--- config.mk ---
export PLATFORM = sky130hd
export DESIGN_NAME = param_pipe_divider
export DESIGN_NICKNAME = d
export VERILOG_FILES = /design/src/rtl/param_pipe_divider.sv
export SDC_FILE = /design/constraint.sdc
export NUM_CORES = 1
export LEC_CHECK = 0
export BUFFER_PORTS_ARGS = -buffer_cell sky130_fd_sc_hd__buf_4
export CAP_MARGIN = 15
export CORE_UTILIZATION = 35
export DETAILED_ROUTE_END_ITERATION = 10
export SYNTH_ARGS = -nofsm -noshare
export SYNTH_HDL_FRONTEND = slang
export SYNTH_SLANG_ARGS = --single-unit
--- constraint.sdc ---
create_clock -name clock -period 3.1 [get_ports clock]
set_input_delay 0.62 -clock clock [delete_from_list [all_inputs] [get_ports clock]]
set_output_delay 0.62 -clock clock [all_outputs]
set_load 0.01 [all_outputs]
--- src/rtl/param_pipe_divider.sv ---
// Pipelined restoring divider: QUOT_W stages, one quotient bit per stage, QUOT_W en-qualified cycles of latency.
// Define PIPE_DIV_REMAINDER_EN to register and drive the remainder; otherwise rem is tied to 0.
module param_pipe_divider #(
  parameter int QUOT_W     = 8,
  parameter int DIVISOR_W  = 20,
  parameter int DIVIDEND_W = DIVISOR_W + QUOT_W
) (
  input  logic                  clock,
  input  logic                  reset_n,
  input  logic                  en,
  input  logic                  start,
  input  logic [DIVIDEND_W-1:0] divided,
  input  logic [DIVISOR_W-1:0]  divisor,
  output logic [QUOT_W-1:0]     q,
  output logic [DIVISOR_W-1:0]  rem,
  output logic                  StartOut,
  output logic                  div_by_0,
  output logic                  ovf
);

  localparam int NR = QUOT_W - 1;

  logic                  w_in_vld  [QUOT_W];
  logic [DIVIDEND_W-1:0] w_in_prem [QUOT_W];
  logic [DIVISOR_W-1:0]  w_in_dvs  [QUOT_W];
  logic [QUOT_W-1:0]     w_in_q    [QUOT_W];
  logic                  w_in_dz   [QUOT_W];
  logic                  w_in_ovf  [QUOT_W];
  logic [DIVIDEND_W-1:0] w_out_prem[QUOT_W];
  logic [QUOT_W-1:0]     w_out_q   [QUOT_W];

  logic                  r_vld [NR];
  logic [DIVIDEND_W-1:0] r_prem[NR];
  logic [DIVISOR_W-1:0]  r_dvs [NR];
  logic [QUOT_W-1:0]     r_q   [NR];
  logic                  r_dz  [NR];
  logic                  r_ovf [NR];

  // Flags are resolved once on the raw operands and then ride along with them.
  assign w_in_vld[0]  = start;
  assign w_in_prem[0] = divided;
  assign w_in_dvs[0]  = divisor;
  assign w_in_q[0]    = '0;
  assign w_in_dz[0]   = (divisor == '0);
  assign w_in_ovf[0]  = (divisor != '0) && (divided[DIVIDEND_W-1:QUOT_W] >= divisor);

  for (genvar gi = 1; gi < QUOT_W; gi++) begin : g_link
    assign w_in_vld[gi]  = r_vld[gi-1];
    assign w_in_prem[gi] = r_prem[gi-1];
    assign w_in_dvs[gi]  = r_dvs[gi-1];
    assign w_in_q[gi]    = r_q[gi-1];
    assign w_in_dz[gi]   = r_dz[gi-1];
    assign w_in_ovf[gi]  = r_ovf[gi-1];
  end

  for (genvar gi = 0; gi < QUOT_W; gi++) begin : g_stage
    localparam int SH = QUOT_W - 1 - gi;
    logic [DIVIDEND_W:0] w_trial;
    logic                w_bit;
    // The extra MSB is the borrow: set means the shifted divisor did not fit.
    assign w_trial        = {1'b0, w_in_prem[gi]} - ((DIVIDEND_W+1)'(w_in_dvs[gi]) << SH);
    assign w_bit          = ~w_trial[DIVIDEND_W];
    assign w_out_prem[gi] = w_bit ? w_trial[DIVIDEND_W-1:0] : w_in_prem[gi];
    assign w_out_q[gi]    = w_in_q[gi] | (QUOT_W'(w_bit) << SH);
  end

  always_ff @(posedge clock or negedge reset_n) begin
    if (!reset_n) begin
      for (int s = 0; s < NR; s++) r_vld[s] <= 1'b0;
    end else if (en) begin
      for (int s = 0; s < NR; s++) r_vld[s] <= w_in_vld[s];
    end
  end

  always_ff @(posedge clock) begin
    if (en) begin
      for (int s = 0; s < NR; s++) begin
        r_prem[s] <= w_out_prem[s];
        r_dvs[s]  <= w_in_dvs[s];
        r_q[s]    <= w_out_q[s];
        r_dz[s]   <= w_in_dz[s];
        r_ovf[s]  <= w_in_ovf[s];
      end
    end
  end

  logic w_last_vld;
  logic w_last_flag;
  assign w_last_vld  = w_in_vld[QUOT_W-1];
  assign w_last_flag = w_in_dz[QUOT_W-1] | w_in_ovf[QUOT_W-1];

  // The last stage writes straight into the output registers, so no extra cycle is added.
  always_ff @(posedge clock or negedge reset_n) begin
    if (!reset_n) begin
      StartOut <= 1'b0;
      q        <= '0;
      div_by_0 <= 1'b0;
      ovf      <= 1'b0;
    end else if (en) begin
      StartOut <= w_last_vld;
      if (w_last_vld) begin
        q        <= w_last_flag ? '1 : w_out_q[QUOT_W-1];
        div_by_0 <= w_in_dz[QUOT_W-1];
        ovf      <= w_in_ovf[QUOT_W-1];
      end
    end
  end

`ifdef PIPE_DIV_REMAINDER_EN
  logic [DIVISOR_W-1:0] r_rem;
  always_ff @(posedge clock or negedge reset_n) begin
    if (!reset_n) begin
      r_rem <= '0;
    end else if (en && w_last_vld) begin
      r_rem <= w_last_flag ? '0 : w_out_prem[QUOT_W-1][DIVISOR_W-1:0];
    end
  end
  assign rem = r_rem;
`else
  assign rem = '0;
`endif

endmodule

==> impl_metrics.json, run 1 <==
{
  "rsz0062_at_grt": "true",
  "grt_pass1_wl_um": 72940,
  "power_density_nw_per_um2": 810.3,
  "violations": "setup timing",
  "fmax_ghz": 0.3172,
  "crit_fanout": 6,
  "nFillCells": 5896,
  "slew_headroom": 0.3501,
  "synth_ff_type": "edfxtp_1",
  "gp_congestion": 0.8528,
  "reg2reg_slack_ps": -50,
  "num_rows": 92,
  "crit_arrival_ps": 3470,
  "cts_sinks": 396,
  "dieArea_um2": 65190,
  "fin_crit_sh": 1.017,
  "drive_gt1_frac": 0.1656,
  "synth_top_area_cell": "edfxtp_1",
  "maxCapViolations": 0,
  "grt_overflow_total": 0,
  "crit_path_start": "r_prem[0][6]$_DFFE_PP_",
  "p_leak_nw": 10.82,
  "fin_skew_ps": 11.93,
  "hold_viol": 0,
  "vias": 15077,
  "cts-buffers-inserted": 44,
  "tightest_slew_ps": 974.9,
  "die_height_um": 255.3,
  "syn_area_per_cell_um2": 11.26,
  "dr.pass1.iters": 7,
  "synthArstFlopShare": 0.04545,
  "drc": 0,
  "synthTopCellsByArea": "edfxtp_1, ha_1, a21oi_1",
  "syn_inst": 1995,
  "nets": 2432,
  "start_util": 0.3554,
  "design_area_um2": 26520,
  "grt_pass1_vias": 15201,
  "ant_nets": 0,
  "hold_class": "primary input to flip-flop",
  "die_width_um": 255.3,
  "slew_violations": 0,
  "syn_to_final_growth_pct": 18.08,
  "seq_area_frac_synth": 0.5254,
  "final_common_cell": "edfxtp_1",
  "core-area_um2": 63200,
  "synth.distinct_cells": 82,
  "status": "finished with violations",
  "layout_common_cells": "edfxtp_1, inv_1, ha_1, buf_4, a21oi_1",
  "r2r-start": "r_prem[0][6]$_DFFE_PP_",
  "dpl.cell_count": 2969,
  "holdWs_ps": 221.1,
  "yosysWarnings": 0,
  "clk_latency_ps": 570,
  "synthesis.area_um2": 22460,
  "grt_util_all_layers": 0.1341,
  "crit_path_end_kind": "flip-flop",
  "root_buffer": "clkbuf_16",
  "io_buffer_count": 62,
  "clk_pin_slew_ps": 60,
  "dp_hpwl_um": 33420,
  "period_minus_slack_ps": 3153,
  "vias_per_cell": 4.905,
  "final_cell_count_no_fill": 3074,
  "diodes": 0,
  "dpl_worst_slack_ps": -67.94,
  "routed_wl_um": 44410,
  "cts_buffer_depth": 3,
  "criticalPathCategory": "flip-flop to flip-flop",
  "placed_area_um2": 24600,
  "max-vdd-ir-drop_mv": 0.4247,
  "synth_top_area_frac": 0.5053,
  "pin_count": 83,
  "worstHoldStart": "divided[3]",
  "setup_violations": 6,
  "wl_per_cell_um": 14.45,
  "drt_iter0_drc": 562,
  "cts_tree": "yes",
  "synth_edf_count": 378,
  "worstPathRequired_ps": 3420,
  "antenna_found_initial": 0,
  "htreeDepth": 2,
  "fin_ws_ps": -52.90,
  "crit_path_start_kind": "flip-flop",
  "ys_ff_latch": 396,
  "grt_max_degree": 165,
  "tns_ps": -202.6
}
## cells in the mapped netlist (20+ instances only)
cell type / number
edfxtp_1: 378
inv_1: 198
ha_1: 179
a21oi_1: 173
nor2_1: 139
nand2_1: 132
o21ai_0: 117
xnor2_1: 70
a21o_1: 67
xor2_1: 55
mux2_2: 35
nand3_1: 33
nor3_1: 29
nand2b_1: 25
buf_4: 23
nand4_1: 21
o21a_1: 20
## final cells by class
type	instances	area (µm²)	share of cell area
clock buffer	56	1209	0.04557
clock inverter	24	235.2	0.008869
inverter	198	743.2	0.02802
multi-input combinational	1363	9894	0.3731
sequential	396	11800	0.4450
tap	846	1059	0.03991
timing repair buffer	191	1580	0.05958
## path summary, 6_finish.rpt
kind / to / cells after the start
worst min register to register: r_q[6][6]$_DFFE_PP_ / 0
max in group asynchronous: r_vld[4]$_DFFE_PN0P_ / 2
worst max-delay path: r_prem[1][24]$_DFFE_PP_ / 13
worst max register to register: r_prem[1][24]$_DFFE_PP_ / 13
worst min-delay path: r_prem[0][3]$_DFFE_PP_ / 1
min in group asynchronous: ovf$_DFFE_PN0P_ / 2
## worst max-delay path, cell delays in order (launching register included)
cell	delay, ps
edfxtp_1	390
inv_1	70
ha_2	180
inv_2	40
fa_2	380
a211o_1	260
o211ai_1	150
o211ai_1	210
o41ai_2	340
buf_4	180
o21ba_4	170
nand2_8	80
buf_4	170
mux2_2	270
## state kept, by name, indices dropped and copies added (netlist names)
register and flops:
q 8, r_dz 7, r_prem 196, div_by_0 1, r_q 28, r_dvs 140, r_ovf 7, w_last_vld 1
r_vld 6, StartOut 1, ovf 1
## power by group
group	switching (mW)	leakage, nW	internal [mW]
clock	2.06	0.700	3.09
combinational	4.37	6.26	3.78
sequential	0.671	3.87	7.53
total	7.10	10.8	14.4
## cell families after synthesis
kind of cell,after synthesis,synth area share
buffers and inverters,255,0.04752
flip-flops,396,0.5254
AND/OR/NAND/NOR,468,0.1000
other,1,0.0001670
AO/OA/AOI/OAI,522,0.1513
adder cells (fa/ha/maj),186,0.1059
multiplexers,42,0.02089
XOR/XNOR,125,0.04874
## stage by stage
| step | utilization | total power [mW] |
|---|---|---|
| 2_1_floorplan | - | 13.89 |
| 3_3_place_gp | 0.3893 | 15.89 |
| 3_5_place_dp | 0.3893 | 16.07 |
| 4_1_cts | 0.4136 | 21.41 |
| 5_1_grt | 0.4197 | 22.96 |
| 6_report | 0.4197 | 21.49 |
## metal layers
layer	up-vias	track usage	share of wire
met5	-	0	0
met4	0	0.06376	0.040
met3	107	0.02153	0.036
met2	295	0.2323	0.48
met1	7022	0.1620	0.44
li1	7653	-	-
## what timing repair did
action,4_1_cts,5_1_grt
gates resized for setup,9,73
setup buffers,8,12
gates cloned,0,4
hold endpoints to repair,18,0
pin swaps,4,17
setup endpoints to repair,9,62
hold buffers,1,0
Note: power is estimated with default switching activity, not from simulation.
==> inputs of run 2 (changes only) <==
--- a/config.mk
+++ b/config.mk
@@ -9,6 +9,7 @@
 export CAP_MARGIN = 15
 export CORE_UTILIZATION = 35
 export DETAILED_ROUTE_END_ITERATION = 10
+export SKIP_LAST_GASP = 1
 export SYNTH_ARGS = -nofsm -noshare
 export SYNTH_HDL_FRONTEND = slang
 export SYNTH_SLANG_ARGS = --single-unit
==> run 2 against run 1 <==
  * Core utilization fell by 0.28 points
  * Non-clock buffer count down 6
  * Largest power group unchanged
  * The run now ends clean
  * Flip-flop and latch count unchanged
  * Final cell count is 0.20% lower
  * Critical endpoint is now r_prem[5][3]$_DFFE_PP_
  * Design area down 0.67%
  * Maximum frequency rose by 1.8%
  * Register-to-register slack better by 60 ps
  * Clock power is essentially flat
  * Wire length shrank 0.79%
  * Global-route usage barely moved
  * Hold slack about the same
==> impl_metrics.json, run 2 (synthesized netlist as in run 1, its figures left out) <==
{
  "rsz0062_at_grt": "true",
  "crit_fanout": 8,
  "vias_per_cell": 4.912,
  "antenna_found_initial": 0,
  "grt_pass1_vias": 15205,
  "root_buffer": "clkbuf_16",
  "clk_latency_ps": 570,
  "ant_nets": 0,
  "die_width_um": 255.3,
  "grt_overflow_total": 0,
  "status": "finished, final reports clean",
  "core-area_um2": 63200,
  "hold_class": "primary input to flip-flop",
  "dieArea_um2": 65190,
  "num_rows": 92,
  "drive_gt1_frac": 0.1566,
  "tightest_slew_ps": 960.4,
  "seq_area_um2": 11800,
  "maxCapViolations": 0,
  "slew_headroom": 0.3598,
  "htreeDepth": 2,
  "period_minus_slack_ps": 3096,
  "dr.pass1.iters": 8,
  "holdWs_ps": 221.5,
  "setup_violations": 0,
  "top_usage_layer": "met2",
  "die_height_um": 255.3,
  "layout_common_cells": "edfxtp_1, inv_1, ha_1, a21oi_1, buf_4",
  "multi_input_area_um2": 9801,
  "start_util": 0.3554,
  "drc": 0,
  "final_common_cell": "edfxtp_1",
  "p_leak_nw": 10.77,
  "grt_max_degree": 165,
  "grt_pass1_wl_um": 72870,
  "syn_to_final_growth_pct": 17.28,
  "pin_count": 83,
  "nets": 2426,
  "cts_sinks": 396,
  "slew_violations": 0,
  "max-vdd-ir-drop_mv": 0.4019,
  "worstPathRequired_ps": 3410,
  "clk_pin_slew_ps": 60,
  "nFillCells": 5911,
  "placed_area_um2": 24600,
  "io_buffer_count": 62,
  "largest_registers": "r_prem (196), r_dvs (140), r_q (28)",
  "crit_path_end_kind": "flip-flop",
  "diodes": 0,
  "hold_viol": 0,
  "largest_reg_flops": 196,
  "use_met3": 0.02153,
  "fin_crit_sh": 0.9988,
  "fmax_ghz": 0.3230,
  "design_area_um2": 26340,
  "power_density_nw_per_um2": 810.9,
  "vias": 15069,
  "wl_per_cell_um": 14.36,
  "crit_arrival_ps": 3410,
  "routed_wl_um": 44060,
  "drt_iter0_drc": 670,
  "grt_util_all_layers": 0.1340,
  "criticalPathCategory": "flip-flop to flip-flop",
  "dp_hpwl_um": 33420,
  "cts_tree": "yes",
  "fin_skew_ps": 12.83,
  "cts-buffers-inserted": 44,
  "crit_path_start_kind": "flip-flop",
  "gp_congestion": 0.8528,
  "tns_ps": 0,
  "grt.met2_usage": 0.2323,
  "regMostFlops": "r_prem",
  "use_met1": 0.1617,
  "cts_buffer_depth": 3
}
==> run 2: changes by cell type in the layout (fill, tap and decap cells not counted), sizes merged <==
cell / previous run / this run
buf: 188 / 184
clkbuf: 58 / 56
==> run 2: layout make-up <==
class	instances	area share
inverters	198	0.02821
well taps	846	0.04018
clock buffers	56	0.04588
multi-input cells	1363	0.3720
flip-flops and latches	396	0.4480
clock inverters	24	0.008929
repair buffers	185	0.05680
==> run 2: routing by layer <==
metal | routed length [µm] | share of wire | vias to the layer above
met2 | 21150 | 0.48 | 305
met5 | 0 | 0 | -
met4 | 1730 | 0.039 | 0
met1 | 19590 | 0.44 | 7017
li1 | - | - | 7642
met3 | 1582 | 0.036 | 105
==> run 2: metrics by stage <==
step	power [mW]	setup slack [ps]	utilization	std cells
after CTS	21.40	-27.24	0.4135	3058
after detailed placement	16.07	-67.94	0.3893	2969
final	21.36	3.655	0.4169	3068
after global routing	22.84	-145.3	0.4169	3068
after global placement	15.89	-65.32	0.3893	2969
after floorplan	13.89	-9.336	-	2014
==> run 2: final timing paths <==
path / start / end / slack [ps] / depth (start not counted)
max in group asynchronous: reset_n / r_vld[4]$_DFFE_PN0P_ / 2420 / 2
worst min register to register: r_q[5][6]$_DFFE_PP_ / r_q[6][6]$_DFFE_PP_ / 410 / 0
worst max-delay path: r_prem[4][2]$_DFFE_PP_ / r_prem[5][3]$_DFFE_PP_ / 4 / 12
worst max register to register: r_prem[4][2]$_DFFE_PP_ / r_prem[5][3]$_DFFE_PP_ / 4 / 12
worst min-delay path: divided[3] / r_prem[0][3]$_DFFE_PP_ / 220 / 1
min in group asynchronous: reset_n / ovf$_DFFE_PN0P_ / 460 / 2
==> run 2: critical path: stages, from the launching register on <==
cell       delay [ps]
edfxtp_1          390
inv_1              70
ha_2              160
inv_1              50
fa_2              340
a21oi_2           190
o22ai_2           130
o41ai_4           250
o221a_2           270
o22ai_2            90
a2111oi_4         350
buf_6             200
mux2_1            330
==> run 2: what timing repair did <==
action	CTS	global route
buffers inserted	8	8
endpoints found under the hold margin	18	0
pin swaps	4	11
cloned	0	2
endpoints found under the setup margin	9	68
hold buffers	1	0
resized for setup	7	39
==> run 2: where the power goes <==
group | leakage [nW] | switching (mW) | total, mW | internal [mW]
logic | 6.20 | 4.30 | 8.02 | 3.72
clock network | 0.700 | 2.06 | 5.15 | 3.09
registers | 3.87 | 0.667 | 8.19 | 7.52
==> inputs of run 3 (changes only) <==
--- a/config.mk
+++ b/config.mk
@@ -7,7 +7,7 @@
 export LEC_CHECK = 0
 export BUFFER_PORTS_ARGS = -buffer_cell sky130_fd_sc_hd__buf_4
 export CAP_MARGIN = 15
-export CORE_UTILIZATION = 35
+export CORE_UTILIZATION = 30
 export DETAILED_ROUTE_END_ITERATION = 10
 export SKIP_LAST_GASP = 1
 export SYNTH_ARGS = -nofsm -noshare
==> run 3 against run 2 <==
  * Combinational power up 2%
  * Maximum frequency about the same
  * Clock power up 0.8%
  * First-iteration DRC count up 34%
  * Design area up 0.78%
  * Clock skew up 15 ps
  * Via count up 0.44%
  * Non-clock buffer count down 1
  * Highest routed layer unchanged
==> impl_metrics.json, run 3 (synthesized netlist as in run 1, its figures left out) <==
{
  "grt_overflow_total": 0,
  "crit_fanout": 6,
  "grt_util_all_layers": 0.1196,
  "drt_iter0_drc": 898,
  "r2r_end": "r_prem[5][3]$_DFFE_PP_",
  "diodes": 0,
  "syn_to_final_growth_pct": 18.20,
  "power.total_mw": 21.57,
  "path_cells": "inv_1 -> ha_2 -> inv_2 -> fa_2 -> a21oi_2 -> o22ai_2 -> o41ai_4 -> o221a_2 -> o22ai_4 -> a2111oi_4 -> buf_4 -> mux2_4",
  "worstPathRequired_ps": 3430,
  "use_met1": 0.1430,
  "dp_hpwl_um": 34470,
  "hold_class": "primary input to flip-flop",
  "final_cell_count_no_fill": 3184,
  "die_height_um": 275.6,
  "ant_nets": 0,
  "cts_tree": "yes",
  "holdWs_ps": 213.3,
  "fin_skew_ps": 28.02,
  "gp_congestion": 0.8687,
  "fmax_ghz": 0.3231,
  "antenna_found_initial": 0,
  "wl_per_cell_um": 14.17,
  "root_buffer": "clkbuf_16",
  "reg2reg_slack_ps": 5,
  "period_minus_slack_ps": 3095,
  "power_density_nw_per_um2": 812.5,
  "largest_registers": "r_prem (196), r_dvs (140), r_q (28)",
  "grt_pass1_vias": 15627,
  "clk_pin_slew_ps": 60,
  "core-area_um2": 73580,
  "num_rows": 99,
  "vias": 15135,
  "drive_gt1_frac": 0.1578,
  "io_buffer_count": 62,
  "fin_crit_sh": 0.9985,
  "criticalPathCategory": "flip-flop to flip-flop",
  "setup_violations": 0,
  "grt_max_degree": 102,
  "nFillCells": 7206,
  "cts-buffers-inserted": 46,
  "final_util": 0.3608,
  "max-vdd-ir-drop_mv": 0.3803,
  "die_width_um": 275.6,
  "p_leak_nw": 10.79,
  "r2r-start": "r_prem[4][2]$_DFFE_PP_",
  "hold_viol": 0,
  "nets": 2427,
  "r2r_cells": 12,
  "maxCapViolations": 0,
  "start_util": 0.3053,
  "routed_wl_um": 45110,
  "drc": 0,
  "regMostFlops": "r_prem",
  "slew_violations": 0,
  "layout_common_cells": "edfxtp_1, inv_1, ha_1, buf_4, a21oi_1",
  "clk_latency_ps": 580,
  "slew_headroom": 0.4053,
  "status": "finished, final reports clean",
  "htreeDepth": 2,
  "pin_count": 83,
  "crit_path_start": "r_prem[4][2]$_DFFE_PP_",
  "critPathCapture": "r_prem[5][3]$_DFFE_PP_",
  "crit_slowest_cell": "edfxtp_1",
  "cts_buffer_depth": 3,
  "dpl.cell_count": 3091,
  "largest_reg_flops": 196,
  "vias_per_cell": 4.753,
  "final_common_cell": "edfxtp_1",
  "dr.pass1.iters": 5,
  "grt_pass1_wl_um": 74780,
  "grt.met2_usage": 0.2113,
  "crit_path_start_kind": "flip-flop",
  "cts_sinks": 396,
  "slowest_delay_ps": 390,
  "dieArea_um2": 75970,
  "tns_ps": 0,
  "rsz0062_at_grt": "true",
  "tightest_slew_ps": 883.9,
  "crit_path_end_kind": "flip-flop",
  "top_usage_layer": "met2",
  "worstHoldStart": "divided[0]",
  "use_met3": 0.01914,
  "crit_arrival_ps": 3430
}
run 3: worst min path at each step:
stage | endpoint | cells past startpoint
after global routing | r_prem[0][0]$_DFFE_PP_ | 1
final | r_prem[0][0]$_DFFE_PP_ | 1
after CTS | r_prem[0][2]$_DFFE_PP_ | 1
after floorplan | StartOut$_DFFE_PN0P_ | 0
after detailed placement | r_dz[3]$_DFFE_PP_ | 0
after global placement | r_prem[3][0]$_DFFE_PP_ | 0
run 3: power by group:
group | switching, mW | internal, mW
logic | 4.43 | 3.76
clock network | 2.07 | 3.13
registers | 0.666 | 7.52
run 3: metal layers:
| metal | wire (µm) | share of wire |
|---|---|---|
| met1 | 19980 | 0.44 |
| met2 | 21840 | 0.48 |
| met3 | 1599 | 0.035 |
| met4 | 1694 | 0.038 |
| met5 | 0 | 0 |
run 3: critical path: cells and delay by family (launching register included):
family	cells	cell delay [ps]
mux	1	300
compound gates	6	1290
fa+ha+maj	2	530
buf+inv	3	340
flops	1	390
run 3: repair_timing:
action	4_1_cts	5_1_grt
setup endpoints to repair	29	75
pin swaps	3	16
gates resized for setup	8	49
setup buffers	2	4
gates cloned	0	2
endpoints found under the hold margin	18	0
hold buffers	1	0
run 3: stage by stage:
| step | setup slack [ps] | cell area [µm²] |
|---|---|---|
| 2_1_floorplan | -9.336 | 22530 |
| 3_3_place_gp | -69.09 | 24810 |
| 5_1_grt | -131.5 | 26550 |
| 4_1_cts | 6.014 | 26320 |
| 3_5_place_dp | -113.2 | 24810 |
| 6_report | 4.521 | 26550 |
run 3: area by class of cell:
| class | instances | area (µm²) | area share |
|---|---|---|---|
| clock inverter | 20 | 219.0 | 0.008247 |
| clock buffer | 64 | 1239 | 0.04666 |
| timing repair buffer | 184 | 1491 | 0.05618 |
| multi-input combinational | 1363 | 9856 | 0.3712 |
| inverter | 198 | 743.2 | 0.02799 |
| sequential | 396 | 11800 | 0.4445 |
| tap | 959 | 1200 | 0.04520 |
